==> src/rtl/idecode_if.sv <==
// Fetch -> decode handshake.
// Fetch (master) presents an instruction, its PC and a valid flag. Decode
// (slave) answers with fetch_stall when it cannot accept the instruction.
//   instr_valid  fetch presents an instruction
//   instruction  32-bit instruction word
//   pc_current   PC of the presented instruction
//   fetch_stall  decode cannot accept this cycle
interface idecode_if #(
    parameter int XLEN = 64
);
    logic            instr_valid;
    logic [31:0]     instruction;
    logic [XLEN-1:0] pc_current;
    logic            fetch_stall;

    modport master (
        output instr_valid, instruction, pc_current,
        input  fetch_stall
    );

    modport slave (
        input  instr_valid, instruction, pc_current,
        output fetch_stall
    );
endinterface

==> src/rtl/idecode.sv <==
// RV64I instruction decode stage.
// Decodes one instruction per fetch transfer into a single-entry output
// register for execute. The entry is held while execute stalls, and fetch is
// stalled when the entry is occupied and cannot drain.
// Ports:
//   clk, resetn   clock, asynchronous active-low reset
//   fetch         fetch handshake (instr_valid/instruction/pc_current in,
//                 fetch_stall out)
//   ex_stall      execute cannot accept the held instruction
//   flush         drop the held and the incoming instruction
//   id_*          decoded instruction held for execute
module idecode #(
    parameter int XLEN = 64
) (
    input  logic            clk,
    input  logic            resetn,
    idecode_if.slave        fetch,
    input  logic            ex_stall,
    input  logic            flush,
    output logic            id_valid,
    output logic [XLEN-1:0] id_pc,
    output logic [4:0]      id_rs1,
    output logic [4:0]      id_rs2,
    output logic [4:0]      id_rd,
    output logic [XLEN-1:0] id_imm,
    output logic [3:0]      id_alu_op,
    output logic [2:0]      id_funct3,
    output logic            id_alu_src_imm,
    output logic            id_alu_src_pc,
    output logic            id_is_word,
    output logic            id_reg_write,
    output logic            id_mem_read,
    output logic            id_mem_write,
    output logic            id_branch,
    output logic            id_jal,
    output logic            id_jalr,
    output logic            id_rs1_used,
    output logic            id_rs2_used,
    output logic            id_illegal
);
    typedef enum logic [3:0] {
        ALU_ADD   = 4'd0,
        ALU_SUB   = 4'd1,
        ALU_SLL   = 4'd2,
        ALU_SLT   = 4'd3,
        ALU_SLTU  = 4'd4,
        ALU_XOR   = 4'd5,
        ALU_SRL   = 4'd6,
        ALU_SRA   = 4'd7,
        ALU_OR    = 4'd8,
        ALU_AND   = 4'd9,
        ALU_PASSB = 4'd10
    } alu_op_e;

    typedef struct packed {
        logic [4:0]      rs1;
        logic [4:0]      rs2;
        logic [4:0]      rd;
        logic [XLEN-1:0] imm;
        alu_op_e         alu_op;
        logic [2:0]      funct3;
        logic            alu_src_imm;
        logic            alu_src_pc;
        logic            is_word;
        logic            reg_write;
        logic            mem_read;
        logic            mem_write;
        logic            branch;
        logic            jal;
        logic            jalr;
        logic            rs1_used;
        logic            rs2_used;
        logic            illegal;
    } decoded_t;

    localparam logic [6:0] OPC_LUI      = 7'b0110111;
    localparam logic [6:0] OPC_AUIPC    = 7'b0010111;
    localparam logic [6:0] OPC_JAL      = 7'b1101111;
    localparam logic [6:0] OPC_JALR     = 7'b1100111;
    localparam logic [6:0] OPC_BRANCH   = 7'b1100011;
    localparam logic [6:0] OPC_LOAD     = 7'b0000011;
    localparam logic [6:0] OPC_STORE    = 7'b0100011;
    localparam logic [6:0] OPC_OP_IMM   = 7'b0010011;
    localparam logic [6:0] OPC_OP_IMM32 = 7'b0011011;
    localparam logic [6:0] OPC_OP       = 7'b0110011;
    localparam logic [6:0] OPC_OP32     = 7'b0111011;
    localparam logic [6:0] OPC_MISC_MEM = 7'b0001111;
    localparam logic [6:0] OPC_SYSTEM   = 7'b1110011;

    // Integer ALU operation selected by funct3; alt selects SUB/SRA.
    function automatic alu_op_e alu_from_funct3(input logic [2:0] f3, input logic alt);
        case (f3)
            3'b000:  return alt ? ALU_SUB : ALU_ADD;
            3'b001:  return ALU_SLL;
            3'b010:  return ALU_SLT;
            3'b011:  return ALU_SLTU;
            3'b100:  return ALU_XOR;
            3'b101:  return alt ? ALU_SRA : ALU_SRL;
            3'b110:  return ALU_OR;
            default: return ALU_AND;
        endcase
    endfunction

    logic [31:0]     instr;
    logic [6:0]      opcode;
    logic [2:0]      f3;
    logic [6:0]      f7;
    logic [XLEN-1:0] imm_i, imm_s, imm_b, imm_u, imm_j, imm_shamt;
    logic            is_shift;
    logic            word_f3_ok;
    decoded_t        dec;
    decoded_t        held;
    logic            in_ready;
    logic            capture;

    assign instr  = fetch.instruction;
    assign opcode = instr[6:0];
    assign f3     = instr[14:12];
    assign f7     = instr[31:25];

    assign imm_i     = {{(XLEN-12){instr[31]}}, instr[31:20]};
    assign imm_s     = {{(XLEN-12){instr[31]}}, instr[31:25], instr[11:7]};
    assign imm_b     = {{(XLEN-13){instr[31]}}, instr[31], instr[7], instr[30:25], instr[11:8], 1'b0};
    assign imm_u     = {{(XLEN-32){instr[31]}}, instr[31:12], 12'b0};
    assign imm_j     = {{(XLEN-21){instr[31]}}, instr[31], instr[19:12], instr[20], instr[30:21], 1'b0};
    assign imm_shamt = {{(XLEN-6){1'b0}}, instr[25:20]};

    assign is_shift   = (f3 == 3'b001) || (f3 == 3'b101);
    assign word_f3_ok = (f3 == 3'b000) || is_shift;

    always_comb begin
        // NOTE: every field gets a default first so no path through the case
        // leaves one unassigned, which would infer a latch.
        dec        = '0;
        dec.rs1    = instr[19:15];
        dec.rs2    = instr[24:20];
        dec.rd     = instr[11:7];
        dec.funct3 = f3;
        dec.alu_op = ALU_ADD;

        case (opcode)
            OPC_LUI: begin
                dec.imm         = imm_u;
                dec.alu_op      = ALU_PASSB;
                dec.alu_src_imm = 1'b1;
                dec.reg_write   = 1'b1;
            end
            OPC_AUIPC: begin
                dec.imm         = imm_u;
                dec.alu_src_imm = 1'b1;
                dec.alu_src_pc  = 1'b1;
                dec.reg_write   = 1'b1;
            end
            OPC_JAL: begin
                // ALU forms the target pc+imm; the link value comes from execute.
                dec.imm         = imm_j;
                dec.alu_src_imm = 1'b1;
                dec.alu_src_pc  = 1'b1;
                dec.jal         = 1'b1;
                dec.reg_write   = 1'b1;
            end
            OPC_JALR: begin
                dec.imm         = imm_i;
                dec.alu_src_imm = 1'b1;
                dec.jalr        = 1'b1;
                dec.reg_write   = 1'b1;
                dec.rs1_used    = 1'b1;
                dec.illegal     = (f3 != 3'b000);
            end
            OPC_BRANCH: begin
                dec.imm      = imm_b;
                dec.branch   = 1'b1;
                dec.rs1_used = 1'b1;
                dec.rs2_used = 1'b1;
                dec.illegal  = (f3 == 3'b010) || (f3 == 3'b011);
            end
            OPC_LOAD: begin
                dec.imm         = imm_i;
                dec.alu_src_imm = 1'b1;
                dec.mem_read    = 1'b1;
                dec.reg_write   = 1'b1;
                dec.rs1_used    = 1'b1;
                dec.illegal     = (f3 == 3'b111);
            end
            OPC_STORE: begin
                dec.imm         = imm_s;
                dec.alu_src_imm = 1'b1;
                dec.mem_write   = 1'b1;
                dec.rs1_used    = 1'b1;
                dec.rs2_used    = 1'b1;
                dec.illegal     = f3[2];
            end
            OPC_OP_IMM, OPC_OP_IMM32: begin
                dec.imm         = is_shift ? imm_shamt : imm_i;
                dec.alu_src_imm = 1'b1;
                dec.reg_write   = 1'b1;
                dec.rs1_used    = 1'b1;
                // Bit 30 only means "arithmetic" for right shifts; for ADDI it is immediate.
                dec.alu_op      = alu_from_funct3(f3, (f3 == 3'b101) && instr[30]);
                if (f3 == 3'b001)
                    dec.illegal = (instr[31:26] != 6'b000000);
                else if (f3 == 3'b101)
                    dec.illegal = (instr[31:26] != 6'b000000) && (instr[31:26] != 6'b010000);
                if (opcode == OPC_OP_IMM32) begin
                    dec.is_word = 1'b1;
                    if (!word_f3_ok || (is_shift && instr[25]))
                        dec.illegal = 1'b1;
                end
            end
            OPC_OP, OPC_OP32: begin
                dec.reg_write = 1'b1;
                dec.rs1_used  = 1'b1;
                dec.rs2_used  = 1'b1;
                dec.alu_op    = alu_from_funct3(f3, instr[30]);
                if (f7 == 7'b0100000)
                    dec.illegal = (f3 != 3'b000) && (f3 != 3'b101);
                else
                    dec.illegal = (f7 != 7'b0000000);
                if (opcode == OPC_OP32) begin
                    dec.is_word = 1'b1;
                    if (!word_f3_ok)
                        dec.illegal = 1'b1;
                end
            end
            OPC_MISC_MEM: begin
                // FENCE is a NOP in this in-order pipeline.
            end
            OPC_SYSTEM: begin
                dec.illegal = (instr != 32'h0000_0073) && (instr != 32'h0010_0073);
            end
            default: begin
                // Unlisted opcodes, including any word with bits[1:0] != 11.
                dec.illegal = 1'b1;
            end
        endcase

        if (dec.illegal) begin
            dec.reg_write = 1'b0;
            dec.mem_read  = 1'b0;
            dec.mem_write = 1'b0;
            dec.branch    = 1'b0;
            dec.jal       = 1'b0;
            dec.jalr      = 1'b0;
        end
    end

    assign in_ready          = !id_valid || !ex_stall;
    assign fetch.fetch_stall = !in_ready;
    assign capture           = fetch.instr_valid && in_ready;

    always_ff @(posedge clk or negedge resetn) begin
        // NOTE: state updates use non-blocking assignments so every register
        // samples pre-edge values regardless of statement order.
        if (!resetn) begin
            // NOTE: the data fields are reset too, because every output must
            // read 0 after reset, not only id_valid.
            id_valid <= 1'b0;
            id_pc    <= '0;
            held     <= '0;
        end else if (flush) begin
            id_valid <= 1'b0;
        end else if (capture) begin
            id_valid <= 1'b1;
            id_pc    <= fetch.pc_current;
            held     <= dec;
        end else if (!ex_stall) begin
            id_valid <= 1'b0;
        end
    end

    assign id_rs1         = held.rs1;
    assign id_rs2         = held.rs2;
    assign id_rd          = held.rd;
    assign id_imm         = held.imm;
    assign id_alu_op      = held.alu_op;
    assign id_funct3      = held.funct3;
    assign id_alu_src_imm = held.alu_src_imm;
    assign id_alu_src_pc  = held.alu_src_pc;
    assign id_is_word     = held.is_word;
    assign id_reg_write   = held.reg_write;
    assign id_mem_read    = held.mem_read;
    assign id_mem_write   = held.mem_write;
    assign id_branch      = held.branch;
    assign id_jal         = held.jal;
    assign id_jalr        = held.jalr;
    assign id_rs1_used    = held.rs1_used;
    assign id_rs2_used    = held.rs2_used;
    assign id_illegal     = held.illegal;
endmodule

==> src/flat_wrapper.sv <==
// flat-port wrapper written by rule: the top's interface ports become plain ports
module idecode_flat 
#(
    parameter int XLEN = 64
)
  (clk, resetn, ex_stall, flush, id_valid, id_pc, id_rs1, id_rs2, id_rd, id_imm, id_alu_op, id_funct3, id_alu_src_imm, id_alu_src_pc, id_is_word, id_reg_write, id_mem_read, id_mem_write, id_branch, id_jal, id_jalr, id_rs1_used, id_rs2_used, id_illegal, fetch_instr_valid, fetch_instruction, fetch_pc_current, fetch_fetch_stall);
  idecode_if #(.XLEN(XLEN)) fetch_i ();
  input  logic clk;
  input  logic resetn;
  input  logic ex_stall;
  input  logic flush;
  output logic id_valid;
  output logic [XLEN-1:0] id_pc;
  output logic [4:0] id_rs1;
  output logic [4:0] id_rs2;
  output logic [4:0] id_rd;
  output logic [XLEN-1:0] id_imm;
  output logic [3:0] id_alu_op;
  output logic [2:0] id_funct3;
  output logic id_alu_src_imm;
  output logic id_alu_src_pc;
  output logic id_is_word;
  output logic id_reg_write;
  output logic id_mem_read;
  output logic id_mem_write;
  output logic id_branch;
  output logic id_jal;
  output logic id_jalr;
  output logic id_rs1_used;
  output logic id_rs2_used;
  output logic id_illegal;
  input wire logic [$bits(fetch_i.instr_valid)-1:0] fetch_instr_valid;
  input wire logic [$bits(fetch_i.instruction)-1:0] fetch_instruction;
  input wire logic [$bits(fetch_i.pc_current)-1:0] fetch_pc_current;
  output wire logic [$bits(fetch_i.fetch_stall)-1:0] fetch_fetch_stall;
  assign fetch_i.instr_valid = fetch_instr_valid;
  assign fetch_i.instruction = fetch_instruction;
  assign fetch_i.pc_current = fetch_pc_current;
  assign fetch_fetch_stall = fetch_i.fetch_stall;
  idecode #(.XLEN(XLEN)) u_core (.clk(clk), .resetn(resetn), .fetch(fetch_i), .ex_stall(ex_stall), .flush(flush), .id_valid(id_valid), .id_pc(id_pc), .id_rs1(id_rs1), .id_rs2(id_rs2), .id_rd(id_rd), .id_imm(id_imm), .id_alu_op(id_alu_op), .id_funct3(id_funct3), .id_alu_src_imm(id_alu_src_imm), .id_alu_src_pc(id_alu_src_pc), .id_is_word(id_is_word), .id_reg_write(id_reg_write), .id_mem_read(id_mem_read), .id_mem_write(id_mem_write), .id_branch(id_branch), .id_jal(id_jal), .id_jalr(id_jalr), .id_rs1_used(id_rs1_used), .id_rs2_used(id_rs2_used), .id_illegal(id_illegal));
endmodule
==> config.mk <==
export PLATFORM = sky130hd
export DESIGN_NAME = idecode_flat
export DESIGN_NICKNAME = d
export VERILOG_FILES = /design/src/rtl/idecode_if.sv /design/src/rtl/idecode.sv /design/src/flat_wrapper.sv
export SDC_FILE = /design/constraint.sdc
export NUM_CORES = 1
export LEC_CHECK = 0
export ABC_AREA = 1
export BUFFER_PORTS_ARGS = -buffer_cell sky130_fd_sc_hd__buf_2
export CORE_MARGIN = 2
export CORE_UTILIZATION = 48
export DETAILED_ROUTE_END_ITERATION = 10
export PLACE_DENSITY = 0.8
export REMOVE_ABC_BUFFERS = 1
export SLEW_MARGIN = 15
export SYNTH_ARGS = -nofsm -noshare
export SYNTH_HDL_FRONTEND = slang
export SYNTH_SLANG_ARGS = --single-unit
==> constraint.sdc <==
create_clock -name clk -period 1.8 [get_ports clk]
set_input_delay 0.36 -clock clk [delete_from_list [all_inputs] [get_ports clk]]
set_output_delay 0.36 -clock clk [all_outputs]
set_load 0.02 [all_outputs]
# ---- Yosys cells after proc, flatten, opt, wreduce, memory -nomap -nowiden
# Index checks and enable logic that the tools add are counted.
dict set report totals {
  regBits 163
  input_bits 101
  out_inout_bits 164
}
dict set report classes {
  n_eq_ne 26
  bitwise_logic 1
  n_mux 34
  n_reduce_logical 30
}
# cell count
set ops {}
lappend ops {{case mux 64 bit (6 select lines)} 1}
lappend ops {{two-way mux 64 bit} 1}
lappend ops {{case mux 4 bit (7 select lines)} 2}
lappend ops {{equality test 7 x 6 -> 1 bit (second input constant)} 5}
lappend ops {{inequality test 32 x 21 -> 1 bit (second input constant)} 1}
lappend ops {{inequality test 32 x 7 -> 1 bit (second input constant)} 1}
lappend ops {{equality test 7 bit (second input constant)} 4}
lappend ops {{two-way mux 1 bit} 26}
lappend ops {{equality test 7 x 5 -> 1 bit (second input constant)} 3}
lappend ops {{OR reduction 8 bit} 2}
lappend ops {{equality test 3 bit (second input constant)} 4}
lappend ops {{case mux 4 bit (3 select lines)} 1}
lappend ops {{OR reduction 2 bit} 5}
lappend ops {{OR reduction 9 bit} 1}
lappend ops {{case mux 1 bit (8 select lines)} 1}
lappend ops {{OR reduction 4 bit} 2}
lappend ops {{equality test 7 x 2 -> 1 bit (second input constant)} 1}
lappend ops {{equality test 7 x 4 -> 1 bit (second input constant)} 1}
lappend ops {{nonzero test 7 bit} 1}
lappend ops {{equality test 3 x 2 -> 1 bit (second input constant)} 2}
lappend ops {{logical AND 1 bit} 6}
lappend ops {{two-way mux 6 bit} 1}
lappend ops {{inequality test 6 x 5 -> 1 bit (second input constant)} 1}
lappend ops {{nonzero test 6 bit} 1}
lappend ops {{10 further kinds} 17}

# ---- Logic depth before layout (Yosys ltp)
dict set report logic_depth {
  word_depth 9
  mapped_depth 12
  ltp_nobuf 12
}

# ---- Least setup slack after synthesis
# No wires, ideal clock.
dict set report synth_timing {
  kind {register to output}
  start {reg, netlist name u_core.id_imm[62]}
  end {out id_imm[32]}
  slack_ps 265
  path_stages_with_launch 2
  t_arrival_ps 1175
  required_time_ps 1440
  path_cell_list {dfrtp_1 buf_4}
}
# item line_no
set synth_rtl {}
lappend synth_rtl {{end: declaration} flat_wrapper.sv:17} ;# output logic [XLEN-1:0] id_imm;

==> impl_metrics.toml <==
[pwr]
ir_worst_vdd_mv = 0.6865
power_leakage_uw = 0.005051
power.total_uw = 8582
power-per-cell-area_nw_per_um2 = 1023

[grt]
grt_start_max_net_pins = 56
first_pass_grt_wire_length_mm = 27.66
first_global_vias = 5682
grt_util_all_layers_pct = 24.84
antenna_found_initial = 2
gr-usage-met1_pct = 30.84
grt_use_met3_pct = 7.375
grt.busiest_layer = "met2"
grtUsageMet2_pct = 39.87
grt_overflow_total = 0

[floorplanning]
dieArea_um2 = 14150
floorplan.initialDensity_pct = 49.64
floorplan.die.width_um = 118.9
ioPinCount = 265
floorplan.die.height_um = 118.9
core_box_area_um2 = 12770
rows = 41

[synth]
number_of_register_bits_inferred_by_synthesis = 131
synth_cell_type_count = 33
post_synthesis_cell_area_um2 = 6341
synth.avg_cell_area_um2 = 7.848
seq_area_frac_synth_pct = 51.70
synth.yosys.warnings = 0
synth_instances = 808

[placed_design]
hpwl_reported_at_the_end_of_detailed_placement_mm = 12.67
port_buffers = 264
postPlaceCellArea_um2 = 7761
gp_congestion = 0.9462

[cells_and_area]
post-route-util_pct = 65.65
syn_to_final_growth_pct = 32.24
layout_commonest_cell = "sky130_fd_sc_hd__nand2_1"
fin_area_um2 = 8386
layout-drive-gt1-share_pct = 33.36
final_net_count = 1152
fillers = 1093
final_cell_mix = "sky130_fd_sc_hd__nand2_1, sky130_fd_sc_hd__buf_2, sky130_fd_sc_hd__dfrtp_1"
insertedDiodeCount = 0

[timing]
maxClockFrequency_mhz = 632.3
grt_setup_unrepaired = "false"
finalCriticalPeriod_ps = 1581
fin_skew_ps = 8.020
slew_headroom_pct = 72.37
fin_worst_hold_slack_ps = 114.0
hold_violations = 0
timing_max_transition_violations_final = 0
tightest_slew_ps = 414.5
final.period_utilization_pct = 87.86
setup_violations = 0

[clocking]
ctsHoldBuffers = 1
cts-root-buf = "sky130_fd_sc_hd__clkbuf_16"
path_clk_slew_ps = 60
cts_buffer_depth = 2
postCtsResizedCells = 0
post_cts.repair.setup_buffers = 0
cts_htree_levels = 4
clock_sink_count = 131
numCtsBuffers = 17
cts_tree = "done"
clock_latency_ps = 420

[drt]
wirelength_mm = 17.29
vias_per_cell = 4.907
drtAntennaViolNets = 0
dr_iter_0_viols = 457
count_of_unresolved_drc_violations_after_routing = 0
wl_per_cell_um = 13.99
dr.pass1.iters = 5
vias = 6065

[worst_setup_path]
worst_path_max_delay_cell = "sky130_fd_sc_hd__dfrtp_1"
worstSetupStartpointType = "flop"
max_stage_delay_ps = 350
timing.critical_path.cells = "buf_4 > buf_2"
worst_setup_path_end_kind = "primary output"
critical_path_class = "reg -> out"
critPathArrivalTime_ps = 1220
critPathMaxFanout = 33
required_ps = 1440

[run]
number_of_maximum_capacitance_violations = 0

[status]
outcome = "complete, no violations"

[hold_path]
holdCritPathClass = "in -> reg"
[power by group]
part           internal (µW)  total (µW)  switching, µW
registers               3260        3430            163
clock network           2230        3520           1300
logic                    543        1630           1090
total                   6030        8580           2550
[Yosys cell counts]
library cell | count | area, µm²
sky130_fd_sc_hd__nand2_1 | 383 | 1438
sky130_fd_sc_hd__dfrtp_1 | 131 | 3278
sky130_fd_sc_hd__nor2_1 | 45 | 168.9
sky130_fd_sc_hd__inv_1 | 37 | 138.9
sky130_fd_sc_hd__o21ai_0 | 34 | 170.2
sky130_fd_sc_hd__buf_4 | 33 | 247.7
sky130_fd_sc_hd__nand3_1 | 28 | 140.1
sky130_fd_sc_hd__clkbuf_1 | 18 | 67.56
sky130_fd_sc_hd__nand3b_1 | 13 | 97.59
sky130_fd_sc_hd__a21oi_1 | 10 | 50.05
sky130_fd_sc_hd__nand2_2 | 8 | 50.05
sky130_fd_sc_hd__o21ai_1 | 8 | 40.04
sky130_fd_sc_hd__inv_2 | 7 | 26.28
sky130_fd_sc_hd__a21oi_2 | 5 | 43.79
sky130_fd_sc_hd__buf_2 | 5 | 25.02
sky130_fd_sc_hd__buf_6 | 5 | 56.30
sky130_fd_sc_hd__nand4_1 | 5 | 31.28
sky130_fd_sc_hd__o22ai_1 | 5 | 31.28
sky130_fd_sc_hd__buf_1 | 4 | 15.01
sky130_fd_sc_hd__nand2_4 | 4 | 45.04
sky130_fd_sc_hd__nor3_1 | 3 | 15.01
sky130_fd_sc_hd__a22o_1 | 2 | 17.52
sky130_fd_sc_hd__nor2_2 | 2 | 12.51
sky130_fd_sc_hd__nor2_4 | 2 | 22.52
sky130_fd_sc_hd__o211ai_1 | 2 | 15.01
sky130_fd_sc_hd__o21ai_2 | 2 | 17.52
sky130_fd_sc_hd__a31oi_1 | 1 | 6.260
sky130_fd_sc_hd__clkinv_2 | 1 | 5.000
sky130_fd_sc_hd__nand3_4 | 1 | 17.52
sky130_fd_sc_hd__nor2_8 | 1 | 20.02
sky130_fd_sc_hd__o21a_1 | 1 | 7.510
sky130_fd_sc_hd__o21ai_4 | 1 | 16.27
sky130_fd_sc_hd__o31ai_1 | 1 | 7.510
[worst max-delay path: cells and delay by family (launching register included)]
| kind | cells | cell delay [ps] |
|---|---|---|
| flops | 1 | 350 |
| buf+inv | 2 | 460 |
[sequential cells by signal, indices dropped and copies added, names as in the netlist, 3 cells and up]
name              cells
u_core.id_pc         64
u_core.id_imm        32
u_core.id_rs1         5
u_core.id_rs2         5
u_core.id_rd          5
u_core.id_alu_op      4
u_core.id_funct3      3
[cell type report]
cell class | instances | area, µm² | area share (%)
tap | 172 | 215.2 | 2.566
clock buffer | 22 | 494.2 | 5.894
clock inverter | 10 | 120.1 | 1.432
sequential | 131 | 3278 | 39.09
multi-input combinational | 567 | 2489 | 29.68
inverter | 45 | 171.4 | 2.044
timing repair buffer | 289 | 1618 | 19.29
[path summary, 6_finish.rpt]
kind                                   startpoint                to  slack [ps]  depth (start not counted)
max in group asynchronous                  resetn  u_core.id_pc[62]         800                          3
worst min-delay path                        flush   u_core.id_valid         110                          2
worst max-delay path            u_core.id_imm[62]        id_imm[52]         220                          2
min in group asynchronous                  resetn     u_core.id_jal         430                          2
worst min register to register   u_core.id_pc[10]  u_core.id_pc[10]         470                          2
worst max register to register    u_core.id_valid    u_core.id_jalr         380                          6
[kinds of logic (layout without fill, tap and decap cells)]
logic type	Yosys count	count (layout)	share of synthesized area, %
and+or+nand+nor	495	495	32.46
DFF	131	131	51.70
buffers and inverters	110	366	9.175
AOI/OAI and AO/OA	72	72	6.670
[per-layer routing]
metal	part of all wire (%)	wire length, µm	vias up
met5	0.075	13	-
met4	3.0	519	2
met3	7.9	1367	41
met2	48	8270	285
met1	41	7122	2757
li1	-	-	2980
[stage by stage]
step	TNS (ps)	setup WS [ps]	instances
floorplan	-435890	-3178	743
global placement	0	76.14	1203
global route	0	126.5	1236
finish	0	218.5	1236
detailed placement	0	17.55	1203
CTS	0	190.1	1236
Note: power is estimated with default switching activity, not from simulation.
